<file path="src/rtl/collision_scan_sequencer_pkg.sv">
// rtl/collision_scan_sequencer_pkg.sv - snake geometry constants, scan FSM states, overlap helper
package snake_pkg;

    localparam int SegWidth        = 10;
    localparam int SegHeight       = 10;
    localparam int BorderThickness = 10;
    localparam int DisplayWidth    = 240;
    localparam int DisplayHeight   = 320;
    localparam int AppleWidth      = 10;
    localparam int AppleHeight     = 10;
    localparam int MaxSegments     = 128;

    typedef enum logic [1:0] {
        IDLE,
        SCAN,
        FINISH,
        GAMEOVER
    } scan_state_t;

    // Half-open rectangles; 10-bit sums cover the whole display plus one width.
    function automatic logic rect_overlap(
        input logic [9:0] ax, input logic [9:0] ay,
        input logic [9:0] aw, input logic [9:0] ah,
        input logic [9:0] bx, input logic [9:0] by,
        input logic [9:0] bw, input logic [9:0] bh
    );
        return (ax < bx + bw) && (bx < ax + aw) && (ay < by + bh) && (by < ay + ah);
    endfunction

endpackage

</file>
<file path="src/rtl/collision_scan_sequencer_if.sv">
// rtl/collision_scan_sequencer_if.sv - segment store read port shared by the scanner and the position memory
interface collision_scan_sequencer_if;

    logic [6:0] segAddr;
    logic [7:0] segX;
    logic [8:0] segY;

    modport master (output segAddr, input segX, input segY);
    modport slave  (input segAddr, output segX, output segY);

endinterface

</file>
<file path="src/rtl/collision_scan_sequencer_tick_edge_sync.sv">
// rtl/collision_scan_sequencer_tick_edge_sync.sv - two-flop synchroniser with rising-edge detect
module tick_edge_sync (
    input  logic clock,
    input  logic reset,
    input  logic async_in,
    output logic rise
);

    logic sync1;
    logic sync2;
    logic prev;

    always_ff @(posedge clock or posedge reset) begin
        if (reset) begin
            sync1 <= 1'b0;
            sync2 <= 1'b0;
            prev  <= 1'b0;
        end else begin
            sync1 <= async_in;
            sync2 <= sync1;
            prev  <= sync2;
        end
    end

    assign rise = sync2 & ~prev;

endmodule

</file>
<file path="src/rtl/collision_scan_sequencer.sv">
// rtl/collision_scan_sequencer.sv - serial per-frame wall/apple/body collision scan over the segment store
module collision_scan_sequencer
    import snake_pkg::*;
#(
    parameter int SegWidth        = snake_pkg::SegWidth,
    parameter int SegHeight       = snake_pkg::SegHeight,
    parameter int BorderThickness = snake_pkg::BorderThickness,
    parameter int DisplayWidth    = snake_pkg::DisplayWidth,
    parameter int DisplayHeight   = snake_pkg::DisplayHeight,
    parameter int AppleWidth      = snake_pkg::AppleWidth,
    parameter int AppleHeight     = snake_pkg::AppleHeight,
    parameter int MaxSegments     = snake_pkg::MaxSegments
) (
    input  logic       clock,
    input  logic       reset,
    input  logic       screenClock,
    input  logic [7:0] size,
    input  logic [7:0] appleLocX,
    input  logic [8:0] appleLocY,
    collision_scan_sequencer_if.master seg,
    output logic       busy,
    output logic       done,
    output logic       appleEaten,
    output logic       collision,
    output logic       scanOverrun
);

    localparam logic [9:0] SegW    = 10'(SegWidth);
    localparam logic [9:0] SegH    = 10'(SegHeight);
    localparam logic [9:0] AppleW  = 10'(AppleWidth);
    localparam logic [9:0] AppleH  = 10'(AppleHeight);
    localparam logic [9:0] Border  = 10'(BorderThickness);
    localparam logic [9:0] XLimit  = 10'(DisplayWidth - BorderThickness);
    localparam logic [9:0] YLimit  = 10'(DisplayHeight - BorderThickness);
    localparam logic [7:0] MaxSegs = 8'(MaxSegments);

    scan_state_t state;
    scan_state_t next_state;

    logic       tick;
    logic [7:0] n_clamp;
    logic [6:0] scan_last;
    logic [6:0] seg_addr;
    logic       issue;
    logic       rd_valid;
    logic [6:0] rd_idx;
    logic [9:0] head_x;
    logic [9:0] head_y;
    logic       wall_acc;
    logic       apple_acc;
    logic       body_acc;

    logic [9:0] seg_x10;
    logic [9:0] seg_y10;
    logic       is_head;
    logic       last_cmp;
    logic       wall_now;
    logic       apple_now;
    logic       body_now;

    tick_edge_sync u_tick (
        .clock    (clock),
        .reset    (reset),
        .async_in (screenClock),
        .rise     (tick)
    );

    always_comb begin
        n_clamp = size;
        if (size == 8'd0)
            n_clamp = 8'd1;
        else if (size > MaxSegs)
            n_clamp = MaxSegs;
    end

    assign seg_x10  = {2'b00, seg.segX};
    assign seg_y10  = {1'b0, seg.segY};
    assign is_head  = rd_valid && (rd_idx == 7'd0);
    assign last_cmp = rd_valid && (rd_idx == scan_last);

    assign wall_now  = is_head && ((seg_x10 < Border) || (seg_x10 + SegW > XLimit) ||
                                   (seg_y10 < Border) || (seg_y10 + SegH > YLimit));
    assign apple_now = is_head && rect_overlap(seg_x10, seg_y10, SegW, SegH,
                                               {2'b00, appleLocX}, {1'b0, appleLocY}, AppleW, AppleH);
    // Body compares use the head latched by index 0, one cycle earlier in the pipe.
    assign body_now  = rd_valid && (rd_idx != 7'd0) &&
                       rect_overlap(seg_x10, seg_y10, SegW, SegH, head_x, head_y, SegW, SegH);

    always_ff @(posedge clock or posedge reset) begin
        if (reset)
            state <= IDLE;
        else
            state <= next_state;
    end

    always_comb begin
        next_state = state;
        case (state)
            IDLE:     if (tick) next_state = SCAN;
            SCAN:     if (last_cmp) next_state = FINISH;
            FINISH:   next_state = collision ? GAMEOVER : IDLE;
            GAMEOVER: next_state = GAMEOVER;
            default:  next_state = IDLE;
        endcase
    end

    always_ff @(posedge clock or posedge reset) begin
        if (reset) begin
            scan_last   <= 7'd0;
            seg_addr    <= 7'd0;
            issue       <= 1'b0;
            rd_valid    <= 1'b0;
            rd_idx      <= 7'd0;
            head_x      <= 10'd0;
            head_y      <= 10'd0;
            wall_acc    <= 1'b0;
            apple_acc   <= 1'b0;
            body_acc    <= 1'b0;
            collision   <= 1'b0;
            scanOverrun <= 1'b0;
        end else begin
            rd_valid <= issue;
            rd_idx   <= seg_addr;

            if (state == IDLE && tick) begin
                scan_last <= 7'(n_clamp - 8'd1);
                seg_addr  <= 7'd0;
                issue     <= 1'b1;
                wall_acc  <= 1'b0;
                apple_acc <= 1'b0;
                body_acc  <= 1'b0;
            end else begin
                if (issue) begin
                    if (seg_addr == scan_last)
                        issue <= 1'b0;
                    else
                        seg_addr <= seg_addr + 7'd1;
                end
                if (state == FINISH || state == GAMEOVER)
                    seg_addr <= 7'd0;
                wall_acc  <= wall_acc  | wall_now;
                apple_acc <= apple_acc | apple_now;
                body_acc  <= body_acc  | body_now;
            end

            if (is_head) begin
                head_x <= seg_x10;
                head_y <= seg_y10;
            end

            if (last_cmp && (wall_acc || body_acc || wall_now || body_now))
                collision <= 1'b1;

            if (tick && (state == SCAN || state == FINISH))
                scanOverrun <= 1'b1;
        end
    end

    assign seg.segAddr = seg_addr;
    assign busy        = (state == SCAN);
    assign done        = (state == FINISH);
    assign appleEaten  = (state == FINISH) && apple_acc;

endmodule

</file>
<file path="src/flat_wrapper.sv">
// flat-port wrapper written by rule: the top's interface ports become plain ports
module collision_scan_sequencer_flat import snake_pkg::*;
#(
    parameter int SegWidth        = snake_pkg::SegWidth,
    parameter int SegHeight       = snake_pkg::SegHeight,
    parameter int BorderThickness = snake_pkg::BorderThickness,
    parameter int DisplayWidth    = snake_pkg::DisplayWidth,
    parameter int DisplayHeight   = snake_pkg::DisplayHeight,
    parameter int AppleWidth      = snake_pkg::AppleWidth,
    parameter int AppleHeight     = snake_pkg::AppleHeight,
    parameter int MaxSegments     = snake_pkg::MaxSegments
)
  (clock, reset, screenClock, size, appleLocX, appleLocY, busy, done, appleEaten, collision, scanOverrun, seg_segAddr, seg_segX, seg_segY);
  collision_scan_sequencer_if seg_i ();
  input  logic clock;
  input  logic reset;
  input  logic screenClock;
  input  logic [7:0] size;
  input  logic [7:0] appleLocX;
  input  logic [8:0] appleLocY;
  output logic busy;
  output logic done;
  output logic appleEaten;
  output logic collision;
  output logic scanOverrun;
  output wire logic [$bits(seg_i.segAddr)-1:0] seg_segAddr;
  input wire logic [$bits(seg_i.segX)-1:0] seg_segX;
  input wire logic [$bits(seg_i.segY)-1:0] seg_segY;
  assign seg_segAddr = seg_i.segAddr;
  assign seg_i.segX = seg_segX;
  assign seg_i.segY = seg_segY;
  collision_scan_sequencer #(.SegWidth(SegWidth), .SegHeight(SegHeight), .BorderThickness(BorderThickness), .DisplayWidth(DisplayWidth), .DisplayHeight(DisplayHeight), .AppleWidth(AppleWidth), .AppleHeight(AppleHeight), .MaxSegments(MaxSegments)) u_core (.clock(clock), .reset(reset), .screenClock(screenClock), .size(size), .appleLocX(appleLocX), .appleLocY(appleLocY), .seg(seg_i), .busy(busy), .done(done), .appleEaten(appleEaten), .collision(collision), .scanOverrun(scanOverrun));
endmodule
</file>
<file path="config.mk">
export PLATFORM = sky130hd
export DESIGN_NAME = collision_scan_sequencer_flat
export DESIGN_NICKNAME = d
export VERILOG_FILES = /design/src/rtl/collision_scan_sequencer_pkg.sv /design/src/rtl/collision_scan_sequencer_if.sv /design/src/rtl/collision_scan_sequencer_tick_edge_sync.sv /design/src/rtl/collision_scan_sequencer.sv /design/src/flat_wrapper.sv
export SDC_FILE = /design/constraint.sdc
export NUM_CORES = 1
export LEC_CHECK = 0
export CORE_MARGIN = 10
export CORE_UTILIZATION = 58
export CTS_BUF_LIST = sky130_fd_sc_hd__clkbuf_8
export DETAILED_ROUTE_END_ITERATION = 16
export PLACE_DENSITY = 0.89
export SLEW_MARGIN = 0
export SYNTH_ARGS = -nofsm -noshare
export SYNTH_HDL_FRONTEND = slang
export SYNTH_SLANG_ARGS = --single-unit
</file>
<file path="constraint.sdc">
create_clock -name clock -period 3.2 [get_ports clock]
set_input_delay 0.64 -clock clock [delete_from_list [all_inputs] [get_ports clock]]
set_output_delay 0.64 -clock clock [all_outputs]
set_load 0.02 [all_outputs]
</file>
==> metrics.md, run 1 <==
| Metric | Value |
|---|---|
| Status | `finished clean` |
| GRT Total Usage | `0.194` |
| Post-Syn Area | `4250 um2` |
| Routed WL | `10.8 mm` |
| Final Util | `0.727` |
| Delay-heaviest family, CP | `compound AO/OA/AOI/OAI gates` |
| Ports | `57` |
| Worst skew pair latency | `310 ps` |
| Clock Skews | `11.2 ps` |
| Clk slew on worst S/H paths | `90 ps` |
| Worst EP required | `3440 ps` |
| Vias/cell | `5.95` |
| Number of synthesized flops with an enable pin | `0` |
| Grt ovf | `0` |
| Die area | `11100 um2` |
| Cell Chain, Critical Path | `clkdlybuf4s50_1, ha_1, buf_4, xor2_1, ha_1, a211o_1, o211ai_1, o211ai_1, a31oi_1, a2bb2oi_1, a31oi_1, a21oi_1` |
| Primary FF master, synth | `dfrtp_1` |
| Seq/Total Area, Yosys | `0.294` |
| Mapped Nets | `565` |
| Worst slack at placement | `-129 ps` |
| CTS Buf Count | `5` |
| Worst-path fanout max | `6` |
| Nets | `649` |
| PortBufs | `56` |
| Ant. Diodes | `0` |
| Die Y | `106 um` |
| Drt drc | `0` |
| Drt first pass iters | `4` |
| Tot Pwr | `3.55 mW` |
| CTS HTree Levels | `2` |
| Antenna violations before repair | `0` |
| Tcrit/Tclk final | `0.934` |
| Share of layout cells above drive strength 1 | `0.112` |
| Vias | `3787` |
| R2R setup slack | `590 ps` |
| Longest Clk Path Bufs | `2` |
| First-pass GRT wire length | `18.3 mm` |
| Tightest Hold Check Type | `reg2reg` |
| Max Freq | `335 MHz` |
| Final setup viols | `0` |
| Drt wl/cell | `17.0 um` |
| PnR worst setup slack | `212 ps` |
| Max-slew headroom | `0.554` |
| CTS Root Cell | `clkbuf_8` |
| Bufs and invs on worst path | `2` |
| Critical path's slowest cell | `clkdlybuf4s50_1` |
| Setup_tns | `0 ps` |
| Crit start category | `input port` |
| Syn Inst Count | `452` |
| Largest net degree at the start of global routing | `23` |
| Pwr dens | `680 nW/um2` |
| MaxCap Viol Count | `0` |
| Post-synth ARST share | `1.00` |
| Synthesis-stage register bit count | `50` |
| CP endpoint kind | `flip-flop` |
| GP Congestion | `0.892` |
| Core Footprint | `7180 um2` |
| Area growth syn-to-layout | `22.7%` |
| Most frequent cells in the layout | `68 x ha_1, 56 x clkdlybuf4s50_1, 50 x dfrtp_1, 37 x xor2_1, 32 x nand2_1` |
| Worst hold margin | `354 ps` |
| Library cells used by synthesis | `51` |
| Initial Utilization | `0.592` |
| Die width | `106 um` |
| Lkg Pwr | `2.34 nW` |
| Final Max Tran Viols | `0` |
| Vias in the first global route | `3956` |
| Post-CTS Repair Setup Buffers | `0` |
| Post-detail-place hpwl | `8.76 mm` |
| CTS tree | `done` |
| Final min period | `2990 ps` |
| Clock sink count | `50` |
| Crit Path Class | `in2reg` |
| Synth Warn # | `0` |
| Std cell rows | `31` |
| CP Data Arrival Time | `3230 ps` |
| Avg Inst Size Synth | `9.40 um2` |
| Max incr delay on CP | `490 ps` |
| Commonest non-fill, non-tap cell in the layout | `ha_1` |
| Final hold vios | `0` |
| Maximum vdd drop | `0.000558 V` |
| RSZ-0062 raised after global routing | `false` |
| Actual slew at the worst max-slew pin | `661 ps` |
| Starting DRT DRC Count | `146` |
| Detail Route Antenna Nets | `0` |
-- where the power goes --
| group | internal (mW) | switching (mW) |
|---|---|---|
| registers | 0.860 | 0.308 |
| logic | 0.978 | 1.02 |
| clock network | 0.158 | 0.228 |
-- final timing paths --
kind	cells past startpoint	startpoint	endpoint
max reg2reg	10	u_core.head_y[1]$_DFFE_PP0P_	u_core.collision$_DFFE_PP0P_
min	0	u_core.u_tick.sync1$_DFF_PP0_	u_core.u_tick.sync2$_DFF_PP0_
max	12	seg_segY[1]	u_core.collision$_DFFE_PP0P_
min reg2reg	0	u_core.u_tick.sync1$_DFF_PP0_	u_core.u_tick.sync2$_DFF_PP0_
min in group asynchronous	2	reset	u_core.rd_idx[4]$_DFF_PP0_
max in group asynchronous	3	reset	u_core.head_x[3]$_DFFE_PP0P_
-- metrics by stage --
stage / cells / area (um2)
finish: 636 / 5220
global route: 636 / 5220
CTS: 636 / 5210
detailed placement: 628 / 5110
global placement: 628 / 5110
floorplan: 452 / 4250
-- registers in the layout (all words and copies together) (netlist names) --
| signal | cells |
|---|---|
| u_core.apple_acc | 1 |
| u_core.body_acc | 1 |
| u_core.collision | 1 |
| u_core.head_x | 8 |
| u_core.head_y | 9 |
| u_core.issue | 1 |
| u_core.rd_idx | 7 |
| u_core.rd_valid | 1 |
| u_core.scanOverrun | 1 |
| u_core.scan_last | 7 |
| u_core.seg.segAddr | 7 |
| u_core.state | 2 |
| u_core.u_tick.prev | 1 |
| u_core.u_tick.sync1 | 1 |
| u_core.u_tick.sync2 | 1 |
| u_core.wall_acc | 1 |
-- synthesized netlist by cell type (2+ instances only) --
| library cell | number | area share |
|---|---|---|
| dfrtp_1 | 50 | 0.29 |
| a211o_1 | 2 | 0.0041 |
| mux2_2 | 15 | 0.040 |
| nor3b_1 | 2 | 0.0035 |
| a311oi_1 | 3 | 0.0062 |
| nor3_1 | 12 | 0.014 |
| a211oi_1 | 4 | 0.0071 |
| or4_1 | 2 | 0.0035 |
| nand3b_1 | 2 | 0.0035 |
| xor2_1 | 37 | 0.076 |
| nor2b_1 | 5 | 0.0074 |
| and2_1 | 3 | 0.0044 |
| nand2_1 | 32 | 0.028 |
| a21oi_1 | 20 | 0.024 |
| nand2b_1 | 10 | 0.015 |
| o21ai_0 | 29 | 0.034 |
| a2111oi_0 | 3 | 0.0062 |
| nand3_1 | 8 | 0.0094 |
| o41ai_2 | 2 | 0.0077 |
| clkbuf_1 | 5 | 0.0044 |
| o211ai_1 | 4 | 0.0071 |
| ha_1 | 68 | 0.20 |
| nor2_1 | 30 | 0.027 |
| xnor2_1 | 17 | 0.035 |
| nor4_1 | 6 | 0.0088 |
| o2111ai_1 | 7 | 0.014 |
| nand4_1 | 8 | 0.012 |
| o2bb2ai_1 | 2 | 0.0041 |
| o21ai_1 | 3 | 0.0035 |
| a2111oi_2 | 2 | 0.0071 |
| inv_1 | 21 | 0.019 |
| a31oi_1 | 7 | 0.010 |
| o21a_1 | 7 | 0.012 |
| a21o_1 | 7 | 0.012 |
-- cells by family after synthesis --
logic type,after synthesis,share of synthesized area
AOI/OAI and AO/OA,112,0.181
DFF,50,0.294
muxes,16,0.0421
and+or+nand+nor,123,0.141
adders and majority gates,69,0.203
buffers and inverters,27,0.0239
xor gates and xnor gates,55,0.115
-- worst reg2reg max path, stage by stage, from the launching register on --
cell and delay, ps:
dfrtp_1 430, ha_1 250, o21ai_0 200, xor2_1 180
ha_1 270, a21o_1 150, a2111oi_0 380, o21ai_0 160
a2bb2oi_1 230, a31oi_1 110, a21oi_1 160
-- repair_timing --
action | 4_1_cts | 5_1_grt
setup endpoints to repair | 0 | 3
endpoints found under the hold margin | 0 | 0
resized for setup | 0 | 3
hold buffers | 0 | 0
-- per-layer routing --
layer,share of wire,GRT usage,up-vias
met5,0,0,-
met4,0.039,0.0977,0
met3,0.044,0.0317,39
met2,0.48,0.327,129
met1,0.43,0.234,1786
li1,-,-,1833
-- final cells by class --
cell class                 count  area (um2)
clock buffer                   5        68.8
clock inverter                 3        25.0
fill                         503        1960
inverter                      21        78.8
multi-input combinational    375        2900
sequential                    50        1250
tap                           99         124
timing repair buffer          83         763
No activity file was read; power rests on OpenSTA's default activity.
==> run 2, diff against run 1 <==
- CORE_UTILIZATION: 58 -> 60
- CTS_BUF_LIST: sky130_fd_sc_hd__clkbuf_8 -> not set
- PLACE_DENSITY: 0.89 -> 0.91
- clock period: 3.2 -> 3.63 ns (I/O delays scaled with it)
==> run 2 against run 1 <==
Die area decreased by 2.7%. Clock-buffer cell count rose by 1. Highest routed layer unchanged. Largest cell class unchanged. Sequential power shrank 13%. Global-route usage shrank 0.23 points. Largest power group unchanged. Clock power is 1% higher. Power is 12% lower. Clock skew rose by 4.1 ps.
==> metrics.md, run 2 (same netlist as run 1, synthesis figures left out) <==
| Metric | Value |
|---|---|
| Internal power | `1.81 mW (was 2.00 mW)` |
| CTS Buf Count | `5 (unchanged)` |
| Lkg Pwr | `2.26 nW (was 2.34 nW)` |
| Share of layout cells above drive strength 1 | `0.0771 (was 0.112)` |
| Number of flip-flops in the largest register | `9 (unchanged)` |
| Maximum vdd drop | `0.000536 V (was 0.000558 V)` |
| Final min period | `3160 ps` |
| Clock Skews | `15.3 ps (was 11.2 ps)` |
| Clock sink count | `50 (unchanged)` |
| Clock power frac | `0.125 (was 0.109)` |
| Die Y | `104 um (was 106 um)` |
| Clk slew on worst S/H paths | `100 ps (was 90 ps)` |
| Antenna violations before repair | `0 (unchanged)` |
| Post-CTS Repair Setup Buffers | `0 (unchanged)` |
| Setup crit start | `seg_segY[1] (unchanged)` |
| Tcrit/Tclk final | `0.870` |
| CP Data Arrival Time | `3400 ps (was 3230 ps)` |
| Drt first pass iters | `4 (unchanged)` |
| Biggest regs | `u_core.head_y x9, u_core.head_x x8 (unchanged)` |
| Longest Clk Path Bufs | `2 (unchanged)` |
| Worst hold margin | `352 ps (was 354 ps)` |
| Switching share of power | `0.424 (was 0.437)` |
| Initial Utilization | `0.622 (was 0.592)` |
| Ant. Diodes | `0 (unchanged)` |
| GP Congestion | `0.868 (was 0.892)` |
| DP Area | `4970 um2 (was 5110 um2)` |
| CTS Root Cell | `clkbuf_8 (unchanged)` |
| Combinational share of power | `0.549 (was 0.562)` |
| Vias/cell | `5.93 (was 5.95)` |
| RSZ-0062 raised after global routing | `false (unchanged)` |
| Tightest Hold Check Type | `reg2reg (unchanged)` |
| Routed WL | `10.2 mm (was 10.8 mm)` |
| Psw | `1.33 mW (was 1.55 mW)` |
| PortBufs | `56 (unchanged)` |
| Post-CTS Hold Buffers | `0 (unchanged)` |
| Cell count of the worst reg-to-reg path | `10 (unchanged)` |
| Commonest non-fill, non-tap cell in the layout | `ha_1 (unchanged)` |
| Drt wl/cell | `16.6 um (was 17.0 um)` |
| Worst EP required | `3880 ps (was 3440 ps)` |
| Post-detail-place hpwl | `8.27 mm (was 8.76 mm)` |
| Ports | `57 (unchanged)` |
| Delay-heaviest family, CP | `compound AO/OA/AOI/OAI gates (unchanged)` |
| Setup_tns | `0 ps (unchanged)` |
| Starting DRT DRC Count | `176 (was 146)` |
| Largest net degree at the start of global routing | `51 (was 23)` |
| CTS tree | `done (unchanged)` |
| Grt ovf | `0 (unchanged)` |
| Max-slew headroom | `0.317 (was 0.554)` |
| Crit Path Class | `in2reg (unchanged)` |
| Final Max Tran Viols | `0 (unchanged)` |
| Worst hold start | `u_core.u_tick.sync1$_DFF_PP0_ (unchanged)` |
| Area of the multi-input gates | `2900 um2 (about the same)` |
| Vias in the first global route | `3810 (was 3956)` |
| GRT Total Usage | `0.191 (was 0.194)` |
| Detail Route Antenna Nets | `0 (unchanged)` |
| Die area | `10800 um2 (was 11100 um2)` |
| # fillers | `490 (was 503)` |
| Biggest register | `u_core.head_y (unchanged)` |
| Status | `finished clean (unchanged)` |
| Hold depth | `0 (unchanged)` |
| Sequential share of power | `0.326 (was 0.329)` |
| Reg-to-reg endpoint | `u_core.collision$_DFFE_PP0P_ (unchanged)` |
| Register Area | `1250 um2 (unchanged)` |
| Final hold vios | `0 (unchanged)` |
| Die width | `104 um (was 106 um)` |
| Post-cts sizing count | `0 (unchanged)` |
| First-pass GRT wire length | `17.9 mm (was 18.3 mm)` |
| Max Freq | `317 MHz` |
| Pwr dens | `617 nW/um2 (was 680 nW/um2)` |
| Cell Chain, Critical Path | `clkdlybuf4s50_1, ha_1, o2111ai_1, xor2_1, ha_1, a2111oi_0, o211ai_1, a31oi_1, a2bb2oi_1, a31oi_1, a21oi_1 (was clkdlybuf4s50_1, ha_1, buf_4, xor2_1, ha_1, a211o_1, o211ai_1, o211ai_1, a31oi_1, a2bb2oi_1, a31oi_1, a21oi_1)` |
| Final setup viols | `0 (unchanged)` |
| R2R setup slack | `1000 ps (was 590 ps)` |
| Core Footprint | `6830 um2 (was 7180 um2)` |
| Final instance area | `5080 um2 (was 5220 um2)` |
| Actual slew at the worst max-slew pin | `1020 ps (was 661 ps)` |
| Vias | `3649 (was 3787)` |
| Max incr delay on CP | `440 ps (was 490 ps)` |
| MaxCap Viol Count | `0 (unchanged)` |
| CP endpoint kind | `flip-flop (unchanged)` |
| Hold Path Sink | `u_core.u_tick.sync2$_DFF_PP0_ (unchanged)` |
| Worst skew pair latency | `310 ps (about the same)` |
| Std cell rows | `30 (was 31)` |
| Critical path's slowest cell | `a2111oi_0 (was clkdlybuf4s50_1)` |
| Most frequent cells in the layout | `68 x ha_1, 56 x clkdlybuf4s50_1, 50 x dfrtp_1, 37 x xor2_1, 32 x nand2_1 (unchanged)` |
| Drt drc | `0 (unchanged)` |
| CTS HTree Levels | `2 (unchanged)` |
| Area growth syn-to-layout | `19.7% (was 22.7%)` |
| Reg-to-reg startpoint | `u_core.head_y[1]$_DFFE_PP0P_ (unchanged)` |
| Bufs and invs on worst path | `1 (was 2)` |
| Nets | `631 (was 649)` |
| Worst-path fanout max | `3 (was 6)` |
| Crit start category | `input port (unchanged)` |
run 2: worst max-delay path by stage:
| stage | slack [ps] | to | cells past startpoint |
|---|---|---|---|
| after detailed placement | 120 | u_core.collision$_DFFE_PP0P_ | 11 |
| after floorplan | 780 | u_core.collision$_DFFE_PP0P_ | 10 |
| after global placement | 260 | u_core.collision$_DFFE_PP0P_ | 11 |
| after CTS | 470 | u_core.collision$_DFFE_PP0P_ | 11 |
| final | 470 | u_core.collision$_DFFE_PP0P_ | 11 |
| after global routing | 200 | u_core.collision$_DFFE_PP0P_ | 11 |
run 2: metrics by stage:
step	instances	worst slack, ps	total power, mW	utilization
5_1_grt	615	203	3.43	0.744
6_report	615	473	3.14	0.744
3_5_place_dp	607	124	2.74	0.728
4_1_cts	615	468	3.14	0.744
2_1_floorplan	452	781	2.20	-
3_3_place_gp	607	263	2.59	0.728
run 2: per-layer routing:
metal	wire length [um]	up-vias	track usage
li1	-	1808	-
met4	163	0	0.0577
met3	336	14	0.0322
met5	0	-	0
met2	5030	78	0.328
met1	4680	1749	0.239
run 2: layout make-up:
cell class                      count  share of cell area
Clock buffer                        6              0.0143
Clock inverter                      2             0.00738
Inverter                           21              0.0155
Multi-Input combinational cell    375               0.570
Sequential cell                    50               0.246
Tap cell                           96              0.0236
Timing Repair Buffer               65               0.124
run 2: power by group through the flow:
stage	clock network, mW	logic (mW)	registers [mW]
floorplan	0	1.24	0.967
CTS	0.397	1.72	1.02
global placement	0	1.58	1.01
global route	0.425	1.95	1.05
detailed placement	0	1.71	1.03
finish	0.391	1.72	1.02
